## config.mk

```make
export PLATFORM = sky130hd
export DESIGN_NAME = input_conditioner
export DESIGN_NICKNAME = d
export VERILOG_FILES = /design/src/rtl/input_conditioner.sv
export SDC_FILE = /design/constraint.sdc
export NUM_CORES = 1
export LEC_CHECK = 0
export ABC_AREA = 1
export CAP_MARGIN = 20
export CORE_UTILIZATION = 55
export CTS_CLUSTER_SIZE = 30
export DETAILED_ROUTE_END_ITERATION = 7
export GPL_ROUTABILITY_DRIVEN = 0
export GPL_TIMING_DRIVEN = 0
export HOLD_SLACK_MARGIN = 0.06
export MAX_ROUTING_LAYER = met4
export PLACE_DENSITY = 0.77
export SLEW_MARGIN = 30
export SYNTH_ARGS = -nofsm -noshare
export SYNTH_HDL_FRONTEND = slang
export SYNTH_SLANG_ARGS = --single-unit
```

## constraint.sdc

```tcl
create_clock -name clk -period 1.5 [get_ports clk]
set_input_delay 0.15 -clock clk [delete_from_list [all_inputs] [get_ports clk]]
set_output_delay 0.15 -clock clk [all_outputs]
set_load 0.02 [all_outputs]
```

## src/rtl/input_conditioner.sv

```systemverilog
// Debounced, edge-detected button/switch inputs, one independent lane per channel.
// Define INPUT_COND_AUTOREPEAT_EN to build the per-channel auto-repeat counters.
module input_conditioner_lane #(
  parameter int N            = 4,
  parameter bit INV          = 1'b0,
  parameter int REPEAT_DELAY = 10,
  parameter int REPEAT_RATE  = 5
) (
  input  logic clk,
  input  logic rst,
  input  logic raw,
  output logic level,
  output logic rise,
  output logic fall,
  output logic rep
);
  localparam int CW = $clog2(N);

  logic          r_sync1, r_s, r_level, r_rise, r_fall;
  logic [CW-1:0] r_cnt;
  logic          w_diff, w_done;

  assign w_diff = r_s ^ r_level;
  // Nth consecutive differing cycle: accept the new level on this edge.
  assign w_done = w_diff && (r_cnt == CW'(N-1));

  always_ff @(posedge clk) begin
    if (rst) begin
      r_sync1 <= 1'b0;
      r_s     <= 1'b0;
      r_level <= 1'b0;
      r_rise  <= 1'b0;
      r_fall  <= 1'b0;
      r_cnt   <= '0;
    end else begin
      r_sync1 <= raw ^ INV;
      r_s     <= r_sync1;
      r_rise  <= w_done &  r_s;
      r_fall  <= w_done & ~r_s;
      if (w_done) begin
        r_level <= r_s;
        r_cnt   <= '0;
      end else if (w_diff) begin
        r_cnt   <= r_cnt + 1'b1;
      end else begin
        r_cnt   <= '0;
      end
    end
  end

  assign level = r_level;
  assign rise  = r_rise;
  assign fall  = r_fall;

`ifdef INPUT_COND_AUTOREPEAT_EN
  localparam int RMAX = (REPEAT_DELAY > REPEAT_RATE) ? REPEAT_DELAY : REPEAT_RATE;
  localparam int RW   = (RMAX > 1) ? $clog2(RMAX) : 1;

  logic [RW-1:0] r_rcnt;
  logic          r_rep;

  // Down-counter loaded on the same edge the level rises; a pulse fires on
  // the edge after it reaches zero, then it reloads with the repeat period.
  always_ff @(posedge clk) begin
    if (rst) begin
      r_rcnt <= '0;
      r_rep  <= 1'b0;
    end else if (w_done && r_s) begin
      r_rcnt <= RW'(REPEAT_DELAY-1);
      r_rep  <= 1'b0;
    end else if (w_done || !r_level) begin
      r_rcnt <= '0;
      r_rep  <= 1'b0;
    end else if (r_rcnt == '0) begin
      r_rcnt <= RW'(REPEAT_RATE-1);
      r_rep  <= 1'b1;
    end else begin
      r_rcnt <= r_rcnt - 1'b1;
      r_rep  <= 1'b0;
    end
  end

  assign rep = r_rep;
`else
  assign rep = 1'b0;
`endif
endmodule

module input_conditioner #(
  parameter int                  CHANNELS     = 4,
  parameter int                  DB_CYCLES    = 500000,
  parameter bit                  SIMULATION   = 1'b0,
  parameter logic [CHANNELS-1:0] ACTIVE_LOW   = {CHANNELS{1'b0}},
  parameter int                  REPEAT_DELAY = 50000000,
  parameter int                  REPEAT_RATE  = 10000000
) (
  input  logic                clk,
  input  logic                rst,
  input  logic [CHANNELS-1:0] raw_in,
  output logic [CHANNELS-1:0] level_out,
  output logic [CHANNELS-1:0] rise_pulse,
  output logic [CHANNELS-1:0] fall_pulse,
  output logic [CHANNELS-1:0] repeat_pulse
);
  localparam int N = SIMULATION ? 4 : DB_CYCLES;

  for (genvar ch = 0; ch < CHANNELS; ch++) begin : g_lane
    input_conditioner_lane #(
      .N            (N),
      .INV          (ACTIVE_LOW[ch]),
      .REPEAT_DELAY (REPEAT_DELAY),
      .REPEAT_RATE  (REPEAT_RATE)
    ) u_lane (
      .clk   (clk),
      .rst   (rst),
      .raw   (raw_in[ch]),
      .level (level_out[ch]),
      .rise  (rise_pulse[ch]),
      .fall  (fall_pulse[ch]),
      .rep   (repeat_pulse[ch])
    );
  end
endmodule

```

==> results of run 1 <==
-- through the flow --
stage | instance area, um^2 | setup slack [ns] | hold slack, ns
finish | 5350 | 0.0766 | 0.296
global route | 5350 | -0.0206 | 0.311
detailed placement | 5030 | -0.233 | 0.399
floorplan | 4730 | 0.118 | 0.257
global placement | 5030 | -0.155 | 0.397
CTS | 5250 | 0.00332 | 0.299
-- power groups by stage --
stage	sequential (uW)	clock, uW	combinational [uW]
global route	2570	1650	116
CTS	2570	1570	100
global placement	2630	0	93.4
detailed placement	2630	0	94.5
finish	2570	1540	104
floorplan	2630	0	68.0
-- cells by family (layout without fill, tap and decap cells) --
kind of cell | Yosys count | after routing | share of synthesized area
XOR/XNOR | 48 | 48 | 0.0891
buffers and inverters | 104 | 144 | 0.103
other | 1 | 4 | 0.000794
AO/OA/AOI/OAI | 17 | 17 | 0.0207
AND/OR/NAND/NOR | 402 | 402 | 0.369
adder cells (fa/ha/maj) | 4 | 4 | 0.0106
flip-flops | 96 | 96 | 0.407
-- worst max-delay path, cell delays in order, from the launching register on --
cell and delay, ns:
dfxtp_4 0.39, ha_4 0.18, nand3_2 0.14, nor2_2 0.15
nand3_2 0.11, nand3_4 0.13, buf_6 0.16, nor2_1 0.05
-- registers in the layout, indices dropped and copies added (netlist names) --
name,count
g_lane.u_lane.r_cnt,76
g_lane.u_lane.fall,4
g_lane.u_lane.level,4
g_lane.u_lane.r_s,4
g_lane.u_lane.r_sync1,4
g_lane.u_lane.rise,4
-- layout make-up --
class,instances,share of cell area
buffer,22,0.0330
inverter,82,0.0575
multi-input combinational,475,0.453
tap,105,0.0245
clock buffer,13,0.0278
timing repair buffer,24,0.0393
sequential,96,0.361
clock inverter,3,0.00467
-- timing repair --
item | in CTS | in global routing
gates resized for setup | 17 | 23
cloned | 0 | 0
endpoints found under the setup margin | 44 | 65
pin swaps | 1 | 0
setup buffers | 4 | 3
-- Yosys cell counts --
| cell | number |
|---|---|
| o21a_1 | 1 |
| o21ai_1 | 2 |
| or2_0 | 1 |
| nand3b_4 | 1 |
| xnor2_1 | 19 |
| nand2_2 | 2 |
| nand4_1 | 13 |
| nor2_4 | 2 |
| ha_1 | 4 |
| nor2_1 | 170 |
| xor2_1 | 29 |
| o21ai_0 | 3 |
| nand3_2 | 9 |
| nand2_1 | 149 |
| clkbuf_1 | 1 |
| nand3_1 | 38 |
| nor3_1 | 5 |
| buf_4 | 17 |
| nor2_2 | 10 |
| nand3_4 | 2 |
| inv_1 | 82 |
| a21oi_1 | 7 |
| o21bai_1 | 4 |
| conb_1 | 1 |
| dfxtp_1 | 96 |
| buf_6 | 4 |
-- final timing paths --
kind / start / endpoint / cells after the start
setup / recovery: g_lane[1].u_lane.r_cnt[0] / g_lane[1].u_lane.r_cnt[16] / 7
hold / removal: raw_in[3] / g_lane[3].u_lane.r_sync1 / 3
setup reg to reg: g_lane[1].u_lane.r_cnt[0] / g_lane[1].u_lane.r_cnt[16] / 7
hold reg to reg: g_lane[1].u_lane.r_sync1 / g_lane[1].u_lane.r_s / 2
-- routing by layer --
layer  vias to the layer above  share of wire  wire [um]
met5                         -              0          0
met1                      1814           0.46       4170
li1                       2115              -          -
met4                         0          0.023        208
met2                        84           0.49       4450
met3                        19          0.035        318
==> results_dict.tcl, run 1 <==
set metrics [dict create \
    total_power_uw 4210 \
    netlist_instances 672 \
    grt-busiest-layer "met2" \
    p_seq_frac 0.610 \
    hold_viol 0 \
    status "finished clean" \
    internal_power_uw 3260 \
    boundaryPins 22 \
    syn_avg_cell_area_um2 7.02 \
    synth_warnings 0 \
    grt_pass1_vias 3701 \
    arrival_ns 1.68 \
    grt_antenna_before_repair 0 \
    clock_skew_ns 0.0144 \
    grt_use_met3 0.0338 \
    layout_worst_path_cycle_share 0.949 \
    n_fill_cell 726 \
    end_kind "flop" \
    viasPerCell 4.92 \
    synth_area_leaders "dfxtp_1 41%, nor2_1 14%, nand2_1 12%" \
    layout_commonest_cell "nor2_1" \
    clkPwrFrac 0.366 \
    wirelength_um 9140 \
    fin_util 0.648 \
    cp-start-kind "flop" \
    crit_required_ns 1.76 \
    critPathMaxFanout 10 \
    seqCellArea_um2 1930 \
    gr-total-overflow 0 \
    initial_core_util 0.572 \
    synth_largest_area_cell "dfxtp_1" \
    synth.top_cell.area_share 0.407 \
    finalSetupViolCount 0 \
    max-vdd-ir-drop_mv 0.478 \
    io_buffer_count 17 \
    cts-root-buf "clkbuf_8" \
    multiInputGateArea_um2 2420 \
    fin_nets 720 \
    drtIter0Drc 111 \
    num_rows 33 \
    vias 4032 \
    clk_pin_slew_worst_paths_ns 0.10 \
    drv_cap 0 \
    power_density_nw_per_um2 787 \
    die_w_um 94.6 \
    switching_share 0.225 \
    hp-class "primary input to flop" \
    hpwlAfterDp_um 6640 \
    core_um2 8260 \
    firstDrtPassIters 4 \
    track_usage 0.226 \
    drcViolationCount 0 \
    p_leak_uw 0.00190 \
    area_growth_pct 13.4 \
    period_needed_ns 1.42 \
    fmax_mhz 703 \
    dieArea_um2 8960 \
    slew_violations 0 \
    die_h_um 94.6 \
    wire_per_inst_um 11.1 \
    num_antenna_cells 0 \
    layoutNonFillerInstCount 820 \
    drive_above_1_share 0.122 \
    ys_seq_area_frac 0.407 \
    numCtsBuffers 9 \
    ys_ff_latch 96 \
    dp_cells 797 \
    finalSetupTns_ns 0 \
    clockBufferDepth 2 \
    antenna_left 0 \
    grt_max_degree 16 \
    worst-r2r-setup-slack_ns 0.08 \
    hold_buffers 0 \
    p_sw_uw 949 \
    clock_sinks 96 \
    synthDistinctLibCells 26 \
    critPathKind "flop to flop" \
    grt_first_pass_wirelength_um 15600 \
    clock_latency_ns 0.36 \
    use_met1 0.260 \
    power_frac_comb 0.025 \
    tritoncts "done" \
    synthesis.area_um2 4720 \
    met2_usage 0.388 \
    layout.cells.most_common_list "162 x nor2_1, 149 x nand2_1, 91 x dfxtp_1" \
    h-tree-depth 3 \
]
No activity file was read; power rests on OpenSTA's default activity.
==> run 2, diff against run 1 <==
==> constraint.sdc (replaced) <==
create_clock -name clk -period 1.68 [get_ports clk]
set_input_delay 0.168 -clock clk [delete_from_list [all_inputs] [get_ports clk]]
set_output_delay 0.168 -clock clk [all_outputs]
set_load 0.02 [all_outputs]
==> run 2 against run 1 <==
Clock skew is 0.0016 ns higher. Critical endpoint is now level_out[3]. Clock-buffer cell count is the same. Worst hold slack better by 0.019 ns. Wire length down 2.2%. First-iteration DRC count grew 6.3%. Core utilization decreased by 1.6 points. Final area fell by 2.4%. Highest routed layer unchanged.
==> results_dict.tcl, run 2 (synthesized netlist as in run 1, its figures left out) <==
set metrics [dict create \
    status "finished clean" \
    h-tree-depth 3 \
    layout.cells.most_common_list "170 x nor2_1, 149 x nand2_1, 95 x dfxtp_1" \
    cp-start-kind "flop" \
    layout_commonest_cell "nor2_1" \
    hp-class "primary input to flop" \
    drv_cap 0 \
    die_h_um 94.6 \
    finalSetupTns_ns 0 \
    firstDrtPassIters 4 \
    cpPeakStageDelay_ns 0.59 \
    drcViolationCount 0 \
    grt_max_degree 16 \
    grt_antenna_before_repair 0 \
    multiInputGateArea_um2 2340 \
    critPathKind "flop to output port" \
    drive_above_1_share 0.0876 \
    wirelength_um 8940 \
    largest_reg_flops 76 \
    antenna_left 0 \
    fmax_mhz 613 \
    wire_per_inst_um 11.0 \
    n_fill_cell 746 \
    num_rows 33 \
    critical_path.top_delay_family "buffers and inverters" \
    slew_violations 0 \
    gr-total-overflow 0 \
    fin_util 0.633 \
    clk_pin_slew_worst_paths_ns 0.09 \
    slowest_stage "clkdlybuf4s50_1" \
    max-vdd-ir-drop_mv 0.431 \
    track_usage 0.224 \
    viasPerCell 4.92 \
    clock_sinks 96 \
    cts-root-buf "clkbuf_8" \
    power_density_nw_per_um2 718 \
    critPathMaxFanout 4 \
    clockBufferDepth 2 \
    arrival_ns 1.46 \
    finalSetupViolCount 0 \
    crit_required_ns 1.51 \
    num_antenna_cells 0 \
    layout_worst_path_cycle_share 0.971 \
    area_growth_pct 10.7 \
    grt_first_pass_wirelength_um 15400 \
    rsz0062_at_grt "false" \
    largest-register "g_lane.u_lane.r_cnt" \
    fin_hold_ws_ns 0.314 \
    fin_nets 713 \
    initial_core_util 0.572 \
    rr_worst_depth 7 \
    post-place-ws_ns -0.0715 \
    core_um2 8260 \
    dieArea_um2 8960 \
    hpwlAfterDp_um 6640 \
    p_leak_uw 0.00182 \
    path_buf_inv 2 \
    setup_ws_ns 0.0488 \
    hold_viol 0 \
    drtIter0Drc 118 \
    clock_skew_ns 0.0161 \
    io_buffer_count 17 \
    crit_chain "buf_4 > clkdlybuf4s50_1" \
    numCtsBuffers 9 \
    die_w_um 94.6 \
    end_kind "output port" \
    vias 3997 \
    grt_pass1_vias 3658 \
    whs_path_depth 3 \
    boundaryPins 22 \
    tritoncts "done" \
    period_needed_ns 1.63 \
    seqCellArea_um2 1920 \
    cp.depth 2 \
    clock_latency_ns 0.36 \
]
## run 2: changes by cell type in the layout (fill, tap and decap cells not counted), moves of 4 or more
cell | previous run | this run
buf_4 | 25 | 17
clkdlybuf4s50_1 | 5 | 16
dfxtp_1 | 91 | 95
dlygate4sd2_1 | 10 | 0
nor2_1 | 162 | 170
nor2_2 | 15 | 10
## run 2: worst reg2reg max path, stage by stage (launching register included)
cell     delay, ns
dfxtp_1       0.46
ha_4          0.21
nand3_2       0.13
nor2_1        0.17
nand3_2       0.12
nand3_4       0.15
buf_6         0.17
nor2_1        0.05
## run 2: where the power goes
group	switching (uW)	internal, uW	total [uW]
registers	8.44	2290	2290
logic	48.9	35.2	84.1
clock network	785	590	1380
## run 2: worst paths after layout
| check | from | endpoint | slack, ns |
|---|---|---|---|
| worst max-delay path | g_lane[3].u_lane.level | level_out[3] | 0.05 |
| worst min-delay path | raw_in[3] | g_lane[3].u_lane.r_sync1 | 0.31 |
| worst max register to register | g_lane[1].u_lane.r_cnt[0] | g_lane[1].u_lane.r_cnt[7] | 0.12 |
| worst min register to register | g_lane[1].u_lane.r_sync1 | g_lane[1].u_lane.r_s | 0.40 |
## run 2: layout make-up
cell class,instances,area share
Buffer,22,0.0338
Timing Repair Buffer,17,0.0331
Clock buffer,13,0.0285
Sequential cell,96,0.368
Inverter,82,0.0589
Tap cell,105,0.0251
Multi-Input combinational cell,475,0.448
Clock inverter,3,0.00479
## run 2: routing by layer
metal  up-vias  routed length (um)  global-route usage
met5         -                   0                   -
met4         0                 196              0.0972
met3        18                 306              0.0346
met2        76                4330               0.382
met1      1808                4110               0.260
li1       2095                   -                   -
## run 2: what timing repair did
| item | CTS | global route |
|---|---|---|
| gates resized for setup | 1 | 3 |
| buffers inserted | 0 | 0 |
| endpoints found under the setup margin | 1 | 11 |
| endpoints found under the hold margin | 0 | 0 |
| hold buffers | 0 | 0 |
## run 2: metrics by stage
stage	cell area (um^2)	power (uW)	cells
global placement	5030	2430	797
global route	5220	3870	813
floorplan	4730	2410	675
finish	5220	3750	813
detailed placement	5030	2430	797
CTS	5210	3780	813
